## config.mk

```make
export PLATFORM = sky130hd
export DESIGN_NAME = elm_read_seq
export DESIGN_NICKNAME = d
export VERILOG_FILES = /design/src/rtl/elm_pkg.sv /design/src/rtl/elm_lat_cnt.sv /design/src/rtl/elm_read_seq.sv
export SDC_FILE = /design/constraint.sdc
export NUM_CORES = 1
export LEC_CHECK = 0
export CAP_MARGIN = 20
export CORE_MARGIN = 2
export CORE_UTILIZATION = 39
export DETAILED_ROUTE_END_ITERATION = 8
export GPL_ROUTABILITY_DRIVEN = 0
export PLACE_DENSITY = 0.86
export RECOVER_POWER = 25
export SYNTH_ARGS = -nofsm -noshare
export SYNTH_HDL_FRONTEND = slang
export SYNTH_SLANG_ARGS = --single-unit
```

## constraint.sdc

```tcl
create_clock -name clk2 -period 1.85 [get_ports clk2]
set_clock_uncertainty 0.05 [all_clocks]
set_input_delay 0.4625 -clock clk2 [delete_from_list [all_inputs] [get_ports clk2]]
set_output_delay 0.4625 -clock clk2 [all_outputs]
set_load 0.005 [all_outputs]
```

## src/rtl/elm_pkg.sv

```systemverilog
// rtl/elm_pkg.sv - shared states, default sizes and helpers for the ELM read sequencer
package elm_pkg;

  localparam int ELM_NUM_PATTERNS = 16;
  localparam int ELM_NUM_NEURONS  = 64;
  localparam int ELM_ADD_LAT      = 4;
  localparam int ELM_N_LFSR       = 12;
  localparam int DATA_W           = 16;

  typedef enum logic [2:0] {
    S_IDLE,
    S_WAIT_FIFO,
    S_STEP,
    S_WAIT_ADD,
    S_EMIT,
    S_POP,
    S_DONE
  } elm_state_e;

  // Index width that stays legal when a count collapses to 1.
  function automatic int idx_w(input int n);
    return (n > 1) ? $clog2(n) : 1;
  endfunction

endpackage

```

## src/rtl/elm_lat_cnt.sv

```systemverilog
// rtl/elm_lat_cnt.sv - loadable down-counter with zero flag for pipeline-latency waits
module elm_lat_cnt #(
  parameter int W = 2
) (
  input  logic         i_clk,
  input  logic         i_rst_n,
  input  logic         i_load,
  input  logic [W-1:0] i_load_val,
  input  logic         i_dec,
  output logic         o_zero
);

  logic [W-1:0] r_cnt;

  // Saturates at zero so a late decrement cannot wrap around.
  always_ff @(posedge i_clk or negedge i_rst_n) begin
    if (!i_rst_n) begin
      r_cnt <= '0;
    end else if (i_load) begin
      r_cnt <= i_load_val;
    end else if (i_dec && (r_cnt != '0)) begin
      r_cnt <= r_cnt - W'(1);
    end
  end

  assign o_zero = (r_cnt == '0);

endmodule

```

## src/rtl/elm_read_seq.sv

```systemverilog
// rtl/elm_read_seq.sv - per-pattern read sequencer: steps the LFSRs, waits the adder, emits neuron results
module elm_read_seq
  import elm_pkg::*;
#(
  parameter  int NUM_PATTERNS = ELM_NUM_PATTERNS,
  parameter  int NUM_NEURONS  = ELM_NUM_NEURONS,
  parameter  int ADD_LAT      = ELM_ADD_LAT,
  parameter  int N_LFSR       = ELM_N_LFSR,
  localparam int PAT_W        = idx_w(NUM_PATTERNS),
  localparam int NEU_W        = idx_w(NUM_NEURONS),
  localparam int CNT_W        = idx_w(ADD_LAT)
) (
  input  logic              clk2,
  input  logic              reset_an2,
  input  logic              start,
  input  logic              abort,
  input  logic              rempty,
  output logic              fifo_readcounter,
  output logic [N_LFSR-1:0] en_lfsr,
  input  logic [DATA_W-1:0] out_stimulus,
  output logic [DATA_W-1:0] h_data,
  output logic              h_valid,
  input  logic              h_ready,
  output logic [PAT_W-1:0]  pat_idx,
  output logic [NEU_W-1:0]  neu_idx,
  output logic              busy,
  output logic              done
);

  elm_state_e        r_state, w_state_nxt;
  logic [PAT_W-1:0]  r_pat_idx, w_pat_nxt;
  logic [NEU_W-1:0]  r_neu_idx, w_neu_nxt;
  logic [DATA_W-1:0] r_h_data;
  logic              w_cnt_load, w_cnt_dec, w_cnt_zero, w_capture;
  logic              w_neu_last, w_pat_last;

  elm_lat_cnt #(.W(CNT_W)) u_lat_cnt (
    .i_clk      (clk2),
    .i_rst_n    (reset_an2),
    .i_load     (w_cnt_load),
    .i_load_val (CNT_W'(ADD_LAT - 1)),
    .i_dec      (w_cnt_dec),
    .o_zero     (w_cnt_zero)
  );

  assign w_neu_last = (int'(r_neu_idx) >= NUM_NEURONS - 1);
  assign w_pat_last = (int'(r_pat_idx) >= NUM_PATTERNS - 1);

  always_ff @(posedge clk2 or negedge reset_an2) begin
    if (!reset_an2) begin
      r_state   <= S_IDLE;
      r_pat_idx <= '0;
      r_neu_idx <= '0;
      r_h_data  <= '0;
    end else begin
      r_state   <= w_state_nxt;
      r_pat_idx <= w_pat_nxt;
      r_neu_idx <= w_neu_nxt;
      if (w_capture) r_h_data <= out_stimulus;
    end
  end

  always_comb begin
    w_state_nxt = r_state;
    w_pat_nxt   = r_pat_idx;
    w_neu_nxt   = r_neu_idx;
    w_cnt_load  = 1'b0;
    w_cnt_dec   = 1'b0;
    w_capture   = 1'b0;
    case (r_state)
      S_IDLE: begin
        w_pat_nxt = '0;
        w_neu_nxt = '0;
        if (start) w_state_nxt = S_WAIT_FIFO;
      end
      // FIFO head stays stable until the pop, so no separate load cycle.
      S_WAIT_FIFO: if (!rempty) w_state_nxt = S_STEP;
      S_STEP: begin
        w_cnt_load  = 1'b1;
        w_state_nxt = S_WAIT_ADD;
      end
      S_WAIT_ADD: begin
        w_cnt_dec = 1'b1;
        if (w_cnt_zero) begin
          w_capture   = 1'b1;
          w_state_nxt = S_EMIT;
        end
      end
      S_EMIT: begin
        if (h_ready) begin
          if (!w_neu_last) begin
            w_neu_nxt   = r_neu_idx + NEU_W'(1);
            w_state_nxt = S_STEP;
          end else begin
            w_state_nxt = S_POP;
          end
        end
      end
      S_POP: begin
        w_neu_nxt = '0;
        if (!w_pat_last) begin
          w_pat_nxt   = r_pat_idx + PAT_W'(1);
          w_state_nxt = S_WAIT_FIFO;
        end else begin
          w_state_nxt = S_DONE;
        end
      end
      S_DONE:  w_state_nxt = S_IDLE;
      default: w_state_nxt = S_IDLE;
    endcase
    // Abort overrides everything; a pop already decoded this cycle still happens.
    if (abort && (r_state != S_IDLE)) begin
      w_state_nxt = S_IDLE;
      w_pat_nxt   = '0;
      w_neu_nxt   = '0;
      w_capture   = 1'b0;
    end
  end

  assign en_lfsr          = {N_LFSR{r_state == S_STEP}};
  assign fifo_readcounter = (r_state == S_POP);
  assign h_valid          = (r_state == S_EMIT);
  assign busy             = (r_state != S_IDLE);
  assign done             = (r_state == S_DONE);
  assign h_data           = r_h_data;
  assign pat_idx          = r_pat_idx;
  assign neu_idx          = r_neu_idx;

endmodule

```

==> results of run 1 <==
-- logic make-up after synthesis --
logic type / count (synthesis) / synth area share [%]
buffers and inverters: 23 / 9.406
multiplexers: 17 / 11.51
AO/OA/AOI/OAI: 26 / 11.29
flip-flops: 31 / 46.65
AND/OR/NAND/NOR: 50 / 15.20
adder cells (fa/ha/maj): 3 / 2.258
XOR/XNOR: 7 / 3.687
-- what timing repair did --
| action | in CTS | in global routing |
|---|---|---|
| cloned | 1 | 0 |
| pin swaps | 2 | 6 |
| endpoints found under the setup margin | 16 | 23 |
| resized for setup | 85 | 14 |
| buffers inserted | 10 | 0 |
-- Yosys cell counts (all sizes together), types with 2 or more instances --
| cell type | count | share of area, % |
|---|---|---|
| a21boi | 2 | 0.90 |
| a21oi | 4 | 1.2 |
| a22oi | 2 | 0.90 |
| and3 | 3 | 1.1 |
| buf | 17 | 8.1 |
| dfrtp | 31 | 47 |
| ha | 3 | 2.3 |
| inv | 5 | 1.1 |
| mux2 | 17 | 12 |
| nand2 | 11 | 2.6 |
| nand2b | 3 | 1.1 |
| nand3 | 2 | 0.60 |
| nand4 | 2 | 0.75 |
| nor2 | 16 | 3.6 |
| nor3 | 3 | 0.90 |
| nor3b | 3 | 1.4 |
| o21ai | 8 | 2.4 |
| o31ai | 2 | 0.90 |
| xnor2 | 2 | 1.1 |
| xor2 | 5 | 2.6 |
-- through the flow --
step / power [mW] / cell area, sq um / hold slack [ns]
after detailed placement: 2.218 / 2421 / 0.4418
after CTS: 3.113 / 2645 / 0.4570
final: 3.192 / 2690 / 0.4544
after floorplan: 1.581 / 1665 / 0.1169
after global placement: 2.182 / 2421 / 0.4363
after global routing: 3.379 / 2690 / 0.4801
-- power groups by stage --
stage	Combinational (mW)	Sequential [mW]	Clock, mW
2_1_floorplan	0.674	0.907	0
3_3_place_gp	1.27	0.908	0
3_5_place_dp	1.30	0.916	0
4_1_cts	1.50	0.901	0.715
5_1_grt	1.71	0.921	0.752
6_report	1.58	0.902	0.707
-- routing by layer --
metal  part of all wire, %  vias up  global-route usage [%]
met5                     0        -                       0
met4                   2.1        0                   7.625
met3                   5.0       10                   4.651
met2                    54       45                   35.15
met1                    39      725                   21.28
li1                      -      705                       -
-- cell type report --
cell class / count / share of cell area [%]
clock buffers: 6 / 3.070
clock inverters: 2 / 1.302
flip-flops and latches: 31 / 28.84
well taps: 50 / 2.326
multi-input cells: 103 / 29.21
repair buffers: 98 / 34.56
inverters: 5 / 0.6977
-- worst register-to-register path, cell delays in order (launching register included) --
cell	delay, ns
dfrtp_1	0.38
buf_6	0.12
or3b_4	0.39
buf_6	0.14
a211oi_4	0.27
nand4_1	0.15
xor2_1	0.16
nor2_1	0.09
-- sequential cells by signal, summed over array words and instances, names as in the netlist --
name             cells
u_lat_cnt.r_cnt      2
pat_idx              4
r_state              3
neu_idx              6
h_data              16
-- worst max-delay path by stage --
stage                            end  startpoint  slack [ns]
after CTS                 en_lfsr[1]  r_state[2]       -0.16
after global routing      en_lfsr[5]  r_state[2]       -0.20
after floorplan           en_lfsr[0]  r_state[2]        0.07
final                     en_lfsr[5]  r_state[2]       -0.13
after global placement    neu_idx[5]       abort       -0.12
after detailed placement  r_state[1]       abort       -0.21
==> metrics, run 1 <==
Tot GR Track Use=19.24%; Core Footprint=0.004058 sq mm; TritonCTS Buffers=5; commonest non-fill, non-tap cell in the layout=clkdlybuf4s50_1; post-place setup slack=-0.2129 ns; Worst EP required=1.34 ns; worst path cell trace=or2b_1 > nor2_4 > buf_6 > buf_6 > buf_6 > buf_6; vias in the first global route=1,502; number of buffers added on ports=63; max_slew headroom=49.13%; vias per cell=5.034; actual slew at the worst max-slew pin=0.7631 ns; Worst path max stage delay=0.38 ns; detailed placement HPWL=3058 um; arrival time worst endpoint=1.47 ns; DP Cell Count=277; # rows=23; internal power=2.219 mW; nets@finish=269; Synth Net Count=182; H-tree levels=2; setup TNS=-0.8797 ns; Max-cap violations=0; Final period util=107.0%; LEAKAGE=1.272 nW; initial antenna violation count=0; Power Density=1187 mW/mm^2; Worst-Skew Late Latency=0.29 ns; status=finished with violations; Initial Util=40.98%; r2r startpoint=r_state[1]; Mapped Area=0.001663 sq mm; kind of critical path=reg2out; CP Launch Type=register; Total Wirelength=4534 um; via count=1,485; fmax=505.3 MHz; die area=0.004802 sq mm; Logic pwr share=49.6%; multi-input logic area=785.8 sq um; register-to-register setup slack=0.03 ns; reg2reg path depth=7; HP Start=h_data[11]; synth unique cells=40; violated checks=setup timing; cell mode on critical path=buf_6; reg2reg end=neu_idx[5]; DRT iter0 DRCs=47; CTS clk-pin slew, worst paths=0.07 ns; final setup vio count=11; Hold EP=h_data[11]; gr ovfl total=0; dominant synthesized flop cell=dfrtp_1; first-pass GRT wire length=7348 um; fin worst setup slack=-0.1289 ns; Buf/Inv on CP=4; RSZ-0062 raised after global routing=true; Crit. End Element=primary output; most frequent cells in the layout=clkdlybuf4s50_1, dfrtp_1, buf_4, buf_6, mux2_2; Bufs on Longest Clock Path=2; fin. max-slew vios=0; hold depth=1; DR WL/cell=15.37 um; Fin. Hold Viols=0; die width=69.30 um; 1st-pass router iterations=4; fin cells=295; EDFF count, synth=0; Cells after Synth=157; antenna viol nets, final=0; Ant. Diodes=0; Yosys reg bits=31; P&R area growth vs syn=61.78%; IO Pins=64; CTS tree=yes; Hold WC Path Type=reg2reg; FF/Latch Area=775.7 sq um; Net Sw Frac=30.48%; switching pwr=973.2 uW; VDD IR max=0.0006104 V; fraction of layout cells with a size suffix above 1=36.73%; critical path peak fanout=3; Worst path depth=6; FFs w/ async S/R, synth=100.0%; Flop pwr share=28.3%; Yosys warning total=0; largest net degree at the start of global routing=32; # hold bufs at CTS=0; Seq/Total Area, Yosys=46.65%; Worst path top cell family by delay=simple AND/OR/NAND/NOR gates; Final Critical Period=1.979 ns; CTS sink cnt=31; final design utilization=66.30%; Clock Root Buffer=clkbuf_8; fillers=321; Worst path slowest cell=dfrtp_1; clock share of power=22.1%; DR DRC count=0; syn avg cell area=10.59 sq um; die extent in y=69.30 um
No activity file was read; power rests on OpenSTA's default activity.
==> run 2: changes to the inputs <==
--- a/config.mk
+++ b/config.mk
@@ -10,6 +10,7 @@
 export CORE_UTILIZATION = 39
 export DETAILED_ROUTE_END_ITERATION = 8
 export GPL_ROUTABILITY_DRIVEN = 0
+export HOLD_SLACK_MARGIN = 0.05
 export PLACE_DENSITY = 0.86
 export RECOVER_POWER = 25
 export SYNTH_ARGS = -nofsm -noshare
==> results of run 2 <==
The final DEF is identical to that of run 1; final timing and power are the same.
==> run 3: changes to the inputs <==
--- a/config.mk
+++ b/config.mk
@@ -6,12 +6,12 @@
 export NUM_CORES = 1
 export LEC_CHECK = 0
 export CAP_MARGIN = 20
-export CORE_MARGIN = 2
-export CORE_UTILIZATION = 39
+export CORE_MARGIN = 10
+export CORE_UTILIZATION = 44
 export DETAILED_ROUTE_END_ITERATION = 8
 export GPL_ROUTABILITY_DRIVEN = 0
 export HOLD_SLACK_MARGIN = 0.05
-export PLACE_DENSITY = 0.86
+export PLACE_DENSITY = 0.91
 export RECOVER_POWER = 25
 export SYNTH_ARGS = -nofsm -noshare
 export SYNTH_HDL_FRONTEND = slang
==> constraint.sdc (replaced) <==
create_clock -name clk2 -period 1.86 [get_ports clk2]
set_clock_uncertainty 0.05 [all_clocks]
set_input_delay 0.465 -clock clk2 [delete_from_list [all_inputs] [get_ports clk2]]
set_output_delay 0.465 -clock clk2 [all_outputs]
set_load 0.005 [all_outputs]
==> run 3 against run 2 <==
  * The flow still finishes with violations (setup timing)
  * Combinational power increased by 7%
  * Clock-buffer cell count increased by 1
  * First-iteration DRC count decreased by 6.4%
  * Clock power decreased by 16%
  * Critical path depth increased by 4
  * Core utilization increased by 9.3 points
  * Sequential cell count unchanged
  * Wire length increased by 28%
  * Final cell count increased by 1.7%
  * Die area increased by 38%
  * Power increased by 0.22%
  * Critical path type is now reg2reg
  * Largest power group unchanged
  * Highest routed layer unchanged
==> metrics, run 3 (synthesis results as in run 1) <==
Worst EP required=2.00 ns (+0.66 ns); status=finished with violations; GRT met3 Usage=4.694% (+0.043 points); final design utilization=75.60% (+9.3 points); actual slew at the worst max-slew pin=0.8005 ns (+0.03739 ns); VDD IR max=0.0007900 V (+29%); antenna viol nets, final=0 (unchanged); DR WL/cell=19.28 um (+25%); Fin. Hold Viols=0 (unchanged); CTS tree=yes; Hold WC Path Type=reg2reg; 1st-pass router iterations=4 (unchanged); register-to-register setup slack=-0.18 ns (-0.21 ns); H-tree levels=2 (unchanged); die area=0.006638 sq mm (+38%); Power Density=1156 mW/mm^2 (-2.6%); Tot Pwr=3.200 mW (+0.22%); Worst-Skew Late Latency=0.29 ns (about the same); # hold bufs at CTS=0 (unchanged); CP Capture Point=neu_idx[0]; Crit. End Element=register; detailed placement HPWL=3654 um (+19%); Clock Root Buffer=clkbuf_8; Core Footprint=0.003661 sq mm (-9.8%); max FFs per register=16 (unchanged); die width=81.48 um (+18%); IO Pins=64 (unchanged); violated checks=setup timing; reg2reg path depth=10 (+3); Global Route met2 Usage=27.33% (-7.8 points); Final period util=109.8%; TritonCTS Buffers=5 (unchanged); DR DRC count=0 (unchanged); gr ovfl total=0 (unchanged); largest net degree at the start of global routing=32 (unchanged); fillers=234 (-27%); CTS clk-pin slew, worst paths=0.07 ns (about the same); fmax=489.8 MHz; Total Wirelength=5784 um (+28%); CTS sink cnt=31 (unchanged); fraction of layout cells with a size suffix above 1=39.29% (+2.6 points); # rows=22 (-4.3%); first-pass GRT wire length=7734 um (+5.3%); met1 Track Usage GR=15.45% (-5.8 points); fin worst setup slack=-0.1816 ns (-0.05272 ns); initial antenna violation count=0 (unchanged); Initial Util=45.42% (+4.4 points); kind of critical path=reg2reg; vias per cell=5.407 (+7.4%); Max-cap violations=0 (unchanged); Tot GR Track Use=14.98% (-4.3 points); vias in the first global route=1,595 (+6.2%); commonest non-fill, non-tap cell in the layout=clkdlybuf4s50_1; die extent in y=81.48 um (+18%); P&R area growth vs syn=66.44%; nets@finish=276 (+2.6%); r2r startpoint=r_state[1]; Final Critical Period=2.042 ns; fin. max-slew vios=0 (unchanged); reg2reg end=neu_idx[0]; max_slew headroom=46.63% (-2.5 points); CP Launch Type=register; most frequent cells in the layout=clkdlybuf4s50_1, dfrtp_1, buf_4, buf_6, mux2_2; via count=1,622 (+9.2%); Worst path slowest cell=dfrtp_1; cell mode on critical path=buf_4; DRT iter0 DRCs=44 (-6.4%); Bufs on Longest Clock Path=2 (unchanged); final setup vio count=23 (+12); LEAKAGE=1.299 nW (+2.2%); Ant. Diodes=0 (unchanged); Worst path max stage delay=0.39 ns (about the same); hold depth=1 (unchanged); number of buffers added on ports=63 (unchanged); GRT Max-Usage Layer=met2; Critical Path Start=r_state[1]; worst path cell trace=buf_4 > buf_6 > or3b_4 > inv_2 > buf_4 > buf_4 > o21ai_1 > nor3b_1 > a21oi_1 > o22ai_1; RSZ-0062 raised after global routing=true; arrival time worst endpoint=2.18 ns (+0.71 ns); critical path peak fanout=2 (-1)
run 3: changes by cell type in the layout (fill, tap and decap cells not counted), sizes merged:
cell / before / now
clkbuf: 7 / 9
buf: 50 / 55
clkdlybuf4s50: 45 / 46
clkdlybuf4s15: 0 / 1
dlymetal6s2s: 1 / 0
clkinv: 1 / 0
bufinv: 1 / 0
clkinvlp: 0 / 1
run 3: layout make-up:
cell class / count / area [sq um] / area share [%]
clock buffers: 7 / 96.34 / 3.481
clock inverters: 1 / 7.507 / 0.2712
well taps: 48 / 60.06 / 2.170
flip-flops and latches: 31 / 775.7 / 28.03
multi-input cells: 103 / 820.8 / 29.66
repair buffers: 105 / 988.4 / 35.71
inverters: 5 / 18.77 / 0.6781
run 3: timing repair:
| action | CTS | global route |
|---|---|---|
| setup endpoints to repair | 17 | 38 |
| buffers inserted | 6 | 5 |
| pin swaps | 4 | 14 |
| cloned | 0 | 1 |
| resized for setup | 74 | 29 |
run 3: stage by stage:
| step | instances | cell area, sq um | worst slack [ns] | hold WS [ns] | TNS (ns) |
|---|---|---|---|---|---|
| 5_1_grt | 300 | 2768 | -0.3015 | 0.4684 | -3.388 |
| 3_5_place_dp | 282 | 2471 | -0.2551 | 0.4438 | -5.346 |
| 3_3_place_gp | 282 | 2471 | -0.1827 | 0.4360 | -3.341 |
| 6_report | 300 | 2768 | -0.1816 | 0.4569 | -1.503 |
| 4_1_cts | 296 | 2600 | -0.1261 | 0.4570 | -0.9967 |
| 2_1_floorplan | 157 | 1665 | 0.07888 | 0.1194 | 0 |
run 3: how the worst min path moves through the flow:
stage               start    endpoint  slack (ns)
6_report        h_data[9]   h_data[9]        0.46
5_1_grt         h_data[5]   h_data[5]        0.47
4_1_cts         h_data[2]   h_data[2]        0.46
3_5_place_dp    h_data[2]   h_data[2]        0.44
3_3_place_gp   h_data[11]  h_data[11]        0.44
2_1_floorplan   reset_an2   h_data[0]        0.12
run 3: metal layers:
metal  wire length, um  vias to the layer above  part of all wire [%]
li1                  -                      718                     -
met1              2097                      809                    36
met2              3134                       75                    54
met3               366                       20                   6.3
met4               186                        0                   3.2
met5                 0                        -                     0
run 3: worst max-delay path, delay by kind of cell (launching register included):
| family | cells | cell delay [ns] |
|---|---|---|
| AOI/OAI and AO/OA | 3 | 0.38 |
| buffers and inverters | 5 | 0.53 |
| DFF | 1 | 0.39 |
| and+or+nand+nor | 2 | 0.61 |
run 3: report_power, final:
part           switching (mW)  internal (mW)
sequential             0.0881          0.820
clock                   0.261          0.336
combinational           0.705          0.989
==> variant 1, RTL diff (flow settings as in run 1) <==
Set the package constant `ELM_N_LFSR` to 11 (it was 12).
--- a/src/rtl/elm_pkg.sv
+++ b/src/rtl/elm_pkg.sv
@@ -4,7 +4,7 @@
   localparam int ELM_NUM_PATTERNS = 16;
   localparam int ELM_NUM_NEURONS  = 64;
   localparam int ELM_ADD_LAT      = 4;
-  localparam int ELM_N_LFSR       = 12;
+  localparam int ELM_N_LFSR       = 11;
   localparam int DATA_W           = 16;
 
   typedef enum logic [2:0] {
Ports: changed (resized en_lfsr); port bits go from 64 to 63. No check against the original RTL was run, so the function may have changed too.
==> variant 1 against run 1 <==
- the flow still finishes with violations (negative setup slack)
- area after synthesis shrank 0.45%
- wire length shrank 0.22%
- via count grew 0.61%
- global-route usage shrank 0.57 points
- sequential power is essentially flat
- cell area grew 0.37%
- clock power is essentially flat
- total power is essentially flat
- setup slack gained 0.0078 ns
- sequential cell count is the same
- non-clock buffer count grew 4
- critical endpoint is now en_lfsr[6]
- highest routed layer unchanged
==> variant 1: results (changes against run 1) <==
run_status:
  status: "finished with violations"  # unchanged
  failed_checks: "negative setup slack"  # unchanged
drt:
  drtPass1Iterations: 4  # unchanged
  drt_wl_total_mm: 4.524  # was 4.534 mm
  via_count: 1494  # was 1485
  drt_iter0_markers: 75  # was 47
final_layout:
  antenna_cells: 0  # unchanged
  nets: 273  # was 269
  nFillCells: 310  # was 321
  final_cells: 299  # was 295
  drive_above_1_share: 0.3695  # was 0.3673
synth:
  synthArstFlopShare: 1.000  # unchanged
  syn_nets: 181  # was 182
  ys_types: 40  # unchanged
  yosysWarningCount: 0  # unchanged
  ys.flop_type: "dfrtp_1"  # unchanged
  syn_area_per_cell_um2: 10.61  # was 10.59 um^2
  synth-seq-area-share: 0.4686  # was 0.4665
  yosys-top-cells-area: "dfrtp_1, mux2_2, buf_4"  # unchanged
  synth.cells.most_frequent: "dfrtp_1, mux2_2, nor2_1, buf_4, nand2_1"  # unchanged
global_routing:
  antenna_found_initial: 0  # unchanged
  track_usage: 0.1867  # was 0.1924
  grt_start_max_net_pins: 32  # unchanged
  grt_pass1_wl_mm: 7.141  # was 7.348 mm
pwr:
  vdd.ir_drop.worst_v: 0.0005402  # was 0.0006104 V
  leakagePower_nw: 1.274  # was 1.272 nW
placement:
  dp_hpwl_mm: 3.025  # was 3.058 mm
  portBuffers: 62  # was 63
  dp.cells: 276  # was 277
hold_path:
  min_from: "h_data[11]$_DFFE_PN0P_"  # unchanged
  whs_endpoint: "h_data[11]$_DFFE_PN0P_"  # unchanged
  worstHoldPathType: "reg2reg"  # unchanged
clock_tree:
  clock_latency_ns: 0.29  # about the same
  clock_path_buffers: 2  # unchanged
  path_clk_slew_ns: 0.07  # about the same
  htree_num_levels: 2  # unchanged
  cts-root-buf: "clkbuf_8"  # unchanged
  cts_buffers: 5  # unchanged
setup_path:
  r2r_slack_ns: 0.03  # about the same
  crit_fanout: 4  # was 3
  slowest_delay_ns: 0.37
  reg2reg_to: "neu_idx[0]$_DFFE_PN0P_"  # was neu_idx[5]$_DFFE_PN0P_
  crit_path_end: "en_lfsr[6]"  # was en_lfsr[5]
  cpLargestDelayFamily: "simple AND/OR/NAND/NOR gates"  # unchanged
  slowest_stage: "dfrtp_1"  # unchanged
  reg2reg_depth: 11  # was 7
  arrival_ns: 1.46
sta:
  relSlewSlack: 0.4778  # was 0.4913
  setup_slack_ns: -0.1212  # was -0.1289 ns
  holdWs_ns: 0.4556  # was 0.4544 ns
  setup_violations: 12  # was 11
==> variant 1: cell count changes after synthesis <==
cell   delta
buf_4     -1
==> variant 1: routing by layer <==
metal,vias to the layer above,global-route usage,wire [um]
met5,-,0,0
met4,0,0.06318,61
met3,4,0.03947,192
met2,43,0.3323,2435
met1,727,0.2223,1834
li1,720,-,-
==> variant 1: final cells by class <==
| cell class | count | area, um^2 | share of cell area |
|---|---|---|---|
| clock inverters | 2 | 35.03 | 0.01297 |
| multi-input cells | 103 | 769.5 | 0.2850 |
| repair buffers | 102 | 955.9 | 0.3540 |
| well taps | 50 | 62.56 | 0.02317 |
| flip-flops and latches | 31 | 775.7 | 0.2873 |
| clock buffers | 6 | 82.58 | 0.03058 |
| inverters | 5 | 18.77 | 0.006951 |
==> variant 1: what timing repair did <==
item,in CTS,in global routing
endpoints found under the setup margin,15,17
cloned,1,1
resized for setup,77,12
setup buffers,12,2
pin swaps,1,5
==> variant 1: stage by stage <==
step | setup WS [ns] | setup TNS (ns) | area (um^2)
after global routing | -0.1876 | -1.550 | 2700
after floorplan | 0.09382 | 0 | 1658
after global placement | -0.1547 | -3.282 | 2411
final | -0.1212 | -0.6707 | 2700
after CTS | -0.1443 | -1.004 | 2670
after detailed placement | -0.2453 | -4.395 | 2411
==> variant 1: logic make-up (layout without fill, tap and decap cells) <==
logic type / count (synthesis) / after routing / share of synthesized area
xor+xnor: 7 / 7 / 0.03704
flops: 31 / 31 / 0.4686
mux: 17 / 17 / 0.1156
simple gates: 50 / 50 / 0.1527
compound gates: 26 / 26 / 0.1134
fa+ha+maj: 3 / 3 / 0.02268
buf+inv: 22 / 115 / 0.08995
==> variant 1: report_power, final <==
group	switching (W)	total (W)	internal, W
Clock	0.000271	0.000707	0.000435
Sequential	0.0000808	0.000905	0.000824
Combinational	0.000610	0.00158	0.000970
==> variant 2, RTL diff (flow settings as in run 1) <==
Made on the original files. Put a register stage on the output `fifo_readcounter`. The value now appears one clock later. The other outputs are not delayed to match.
--- a/src/rtl/elm_read_seq.sv
+++ b/src/rtl/elm_read_seq.sv
@@ -118,7 +118,9 @@
   end
 
   assign en_lfsr          = {N_LFSR{r_state == S_STEP}};
-  assign fifo_readcounter = (r_state == S_POP);
+  always_ff @(posedge clk2) begin
+    fifo_readcounter <= (r_state == S_POP);
+  end
   assign h_valid          = (r_state == S_EMIT);
   assign busy             = (r_state != S_IDLE);
   assign done             = (r_state == S_DONE);
Behaviour: same outputs for any inputs over 10 cycles, from zero or initial values and one cycle with reset_an2 low; that may be too few to reach the edited logic, so the function may still have changed.
==> variant 2 against run 1 <==
- total power grew 0.61%
- worst hold slack gained 0.00076 ns
- count of clock-buffer cells in the layout grew 1
- register-to-register slack lost 0.06 ns
- setup slack gained 0.024 ns
- sequential cell count grew 1
- via count shrank 0.94%
- synthesized cell count grew 0.64%
- sequential share of layout area grew 0.54 points
- cell area grew 0.70%
- the run still ends with negative setup slack left
- global-route usage shrank 0.57 points
- area after synthesis grew 1.2%
- wire length grew 0.53%
==> variant 2: results (changes against run 1) <==
synth:
  yosys-top-cells-area: "dfrtp_1, mux2_2, buf_4"  # unchanged
  ys_types: 41  # was 40
  synth-seq-area-share: 0.4729  # was 0.4665
  synthArstFlopShare: 0.9688  # was 1.000
  synth_adder_area_share: 0.02230  # was 0.02257
  synth_xor_area_frac: 0.03643  # was 0.03687
  synth_compound_area_frac: 0.1115  # was 0.1129
  yosysTopAreaCellShare: 0.4610  # was 0.4665
  syn_nets: 183  # was 182
  muxShareOfSynthArea: 0.1138  # was 0.1151
placement:
  dp_hpwl_mm: 3.043  # was 3.058 mm
  dp.cells: 276  # was 277
  place_area_um2: 2439  # was 2421 um^2
run_status:
  failed_checks: "negative setup slack"  # unchanged
  status: "finished with violations"  # unchanged
pwr:
  leakagePower_nw: 1.247  # was 1.272 nW
  p_clk_w: 0.000736  # was 0.000707 W
  clockPowerShare: 0.229  # was 0.221
  power.internal_w: 0.002260  # was 0.002219 W
  vdd.ir_drop.worst_v: 0.0007143  # was 0.0006104 V
setup_path:
  r2r_slack_ns: -0.03  # was 0.03 ns
  crit_fanout: 4  # was 3
  reg2reg_to: "neu_idx[5]$_DFFE_PN0P_"  # unchanged
  slowest_stage: "or3_4"  # was dfrtp_1
  slowest_delay_ns: 0.41  # was 0.38 ns
global_routing:
  grt_pass1_vias: 1446  # was 1502
  antenna_found_initial: 0  # unchanged
  track_usage: 0.1867  # was 0.1924
  grt_pass1_wl_mm: 7.058  # was 7.348 mm
hold_path:
  min_from: "h_data[15]$_DFFE_PN0P_"  # was h_data[11]$_DFFE_PN0P_
  whs_endpoint: "h_data[15]$_DFFE_PN0P_"  # was h_data[11]$_DFFE_PN0P_
drt:
  drt_iter0_markers: 49  # was 47
  wl_per_cell_um: 15.56  # was 15.37 um
  drt_wl_total_mm: 4.558  # was 4.534 mm
  drtPass1Iterations: 6  # was 4
  via_count: 1471  # was 1485
sta:
  setup_violations: 6  # was 11
  relSlewSlack: 0.4726  # was 0.4913
  setup_slack_ns: -0.1050  # was -0.1289 ns
  tns_ns: -0.3892  # was -0.8797 ns
final_layout:
  drive_above_1_share: 0.3539  # was 0.3673
  nFillCells: 322  # was 321
  antenna_cells: 0  # unchanged
clock_tree:
  cts_buffers: 5  # unchanged
## variant 2: how the worst max path moves through the flow
stage | cells after the start | end | slack [ns]
after CTS | 6 | en_lfsr[1] | -0.15
after floorplan | 4 | en_lfsr[0] | 0.07
after global routing | 4 | busy | -0.13
final | 4 | busy | -0.11
after global placement | 6 | r_state[1]$_DFFE_PN0P_ | -0.16
after detailed placement | 7 | r_state[1]$_DFFE_PN0P_ | -0.22
## variant 2: what timing repair did
action / in CTS / in global routing
hold endpoints to repair: 0 / 0
pin swaps: 1 / 5
endpoints found under the setup margin: 15 / 19
setup buffers: 8 / 3
gates resized for setup: 76 / 18
gates cloned: 1 / 0
## variant 2: per-stage QoR
step	worst slack, ns	hold slack [ns]
after floorplan	0.07138	0.1169
after global placement	-0.1628	0.4356
after detailed placement	-0.2207	0.4429
after CTS	-0.1461	0.4586
after global routing	-0.1317	0.4639
final	-0.1050	0.4551
## variant 2: final cells by class
cell class / instances / area [um^2] / share of cell area
repair buffers: 95 / 917.1 / 0.3386
multi-input cells: 103 / 785.8 / 0.2901
inverters: 5 / 21.27 / 0.007852
clock buffers: 7 / 96.34 / 0.03557
flip-flops and latches: 32 / 795.8 / 0.2938
well taps: 50 / 62.56 / 0.02309
clock inverters: 1 / 30.03 / 0.01109
## variant 2: per-layer routing
| metal | share of wire | vias to the layer above | GRT usage | routed length, um |
|---|---|---|---|---|
| met5 | 0 | - | 0 | 0 |
| met4 | 0.019 | 0 | 0.07051 | 85 |
| met3 | 0.050 | 10 | 0.05814 | 229 |
| met2 | 0.53 | 43 | 0.3162 | 2427 |
| met1 | 0.40 | 717 | 0.2219 | 1815 |
| li1 | - | 701 | - | - |
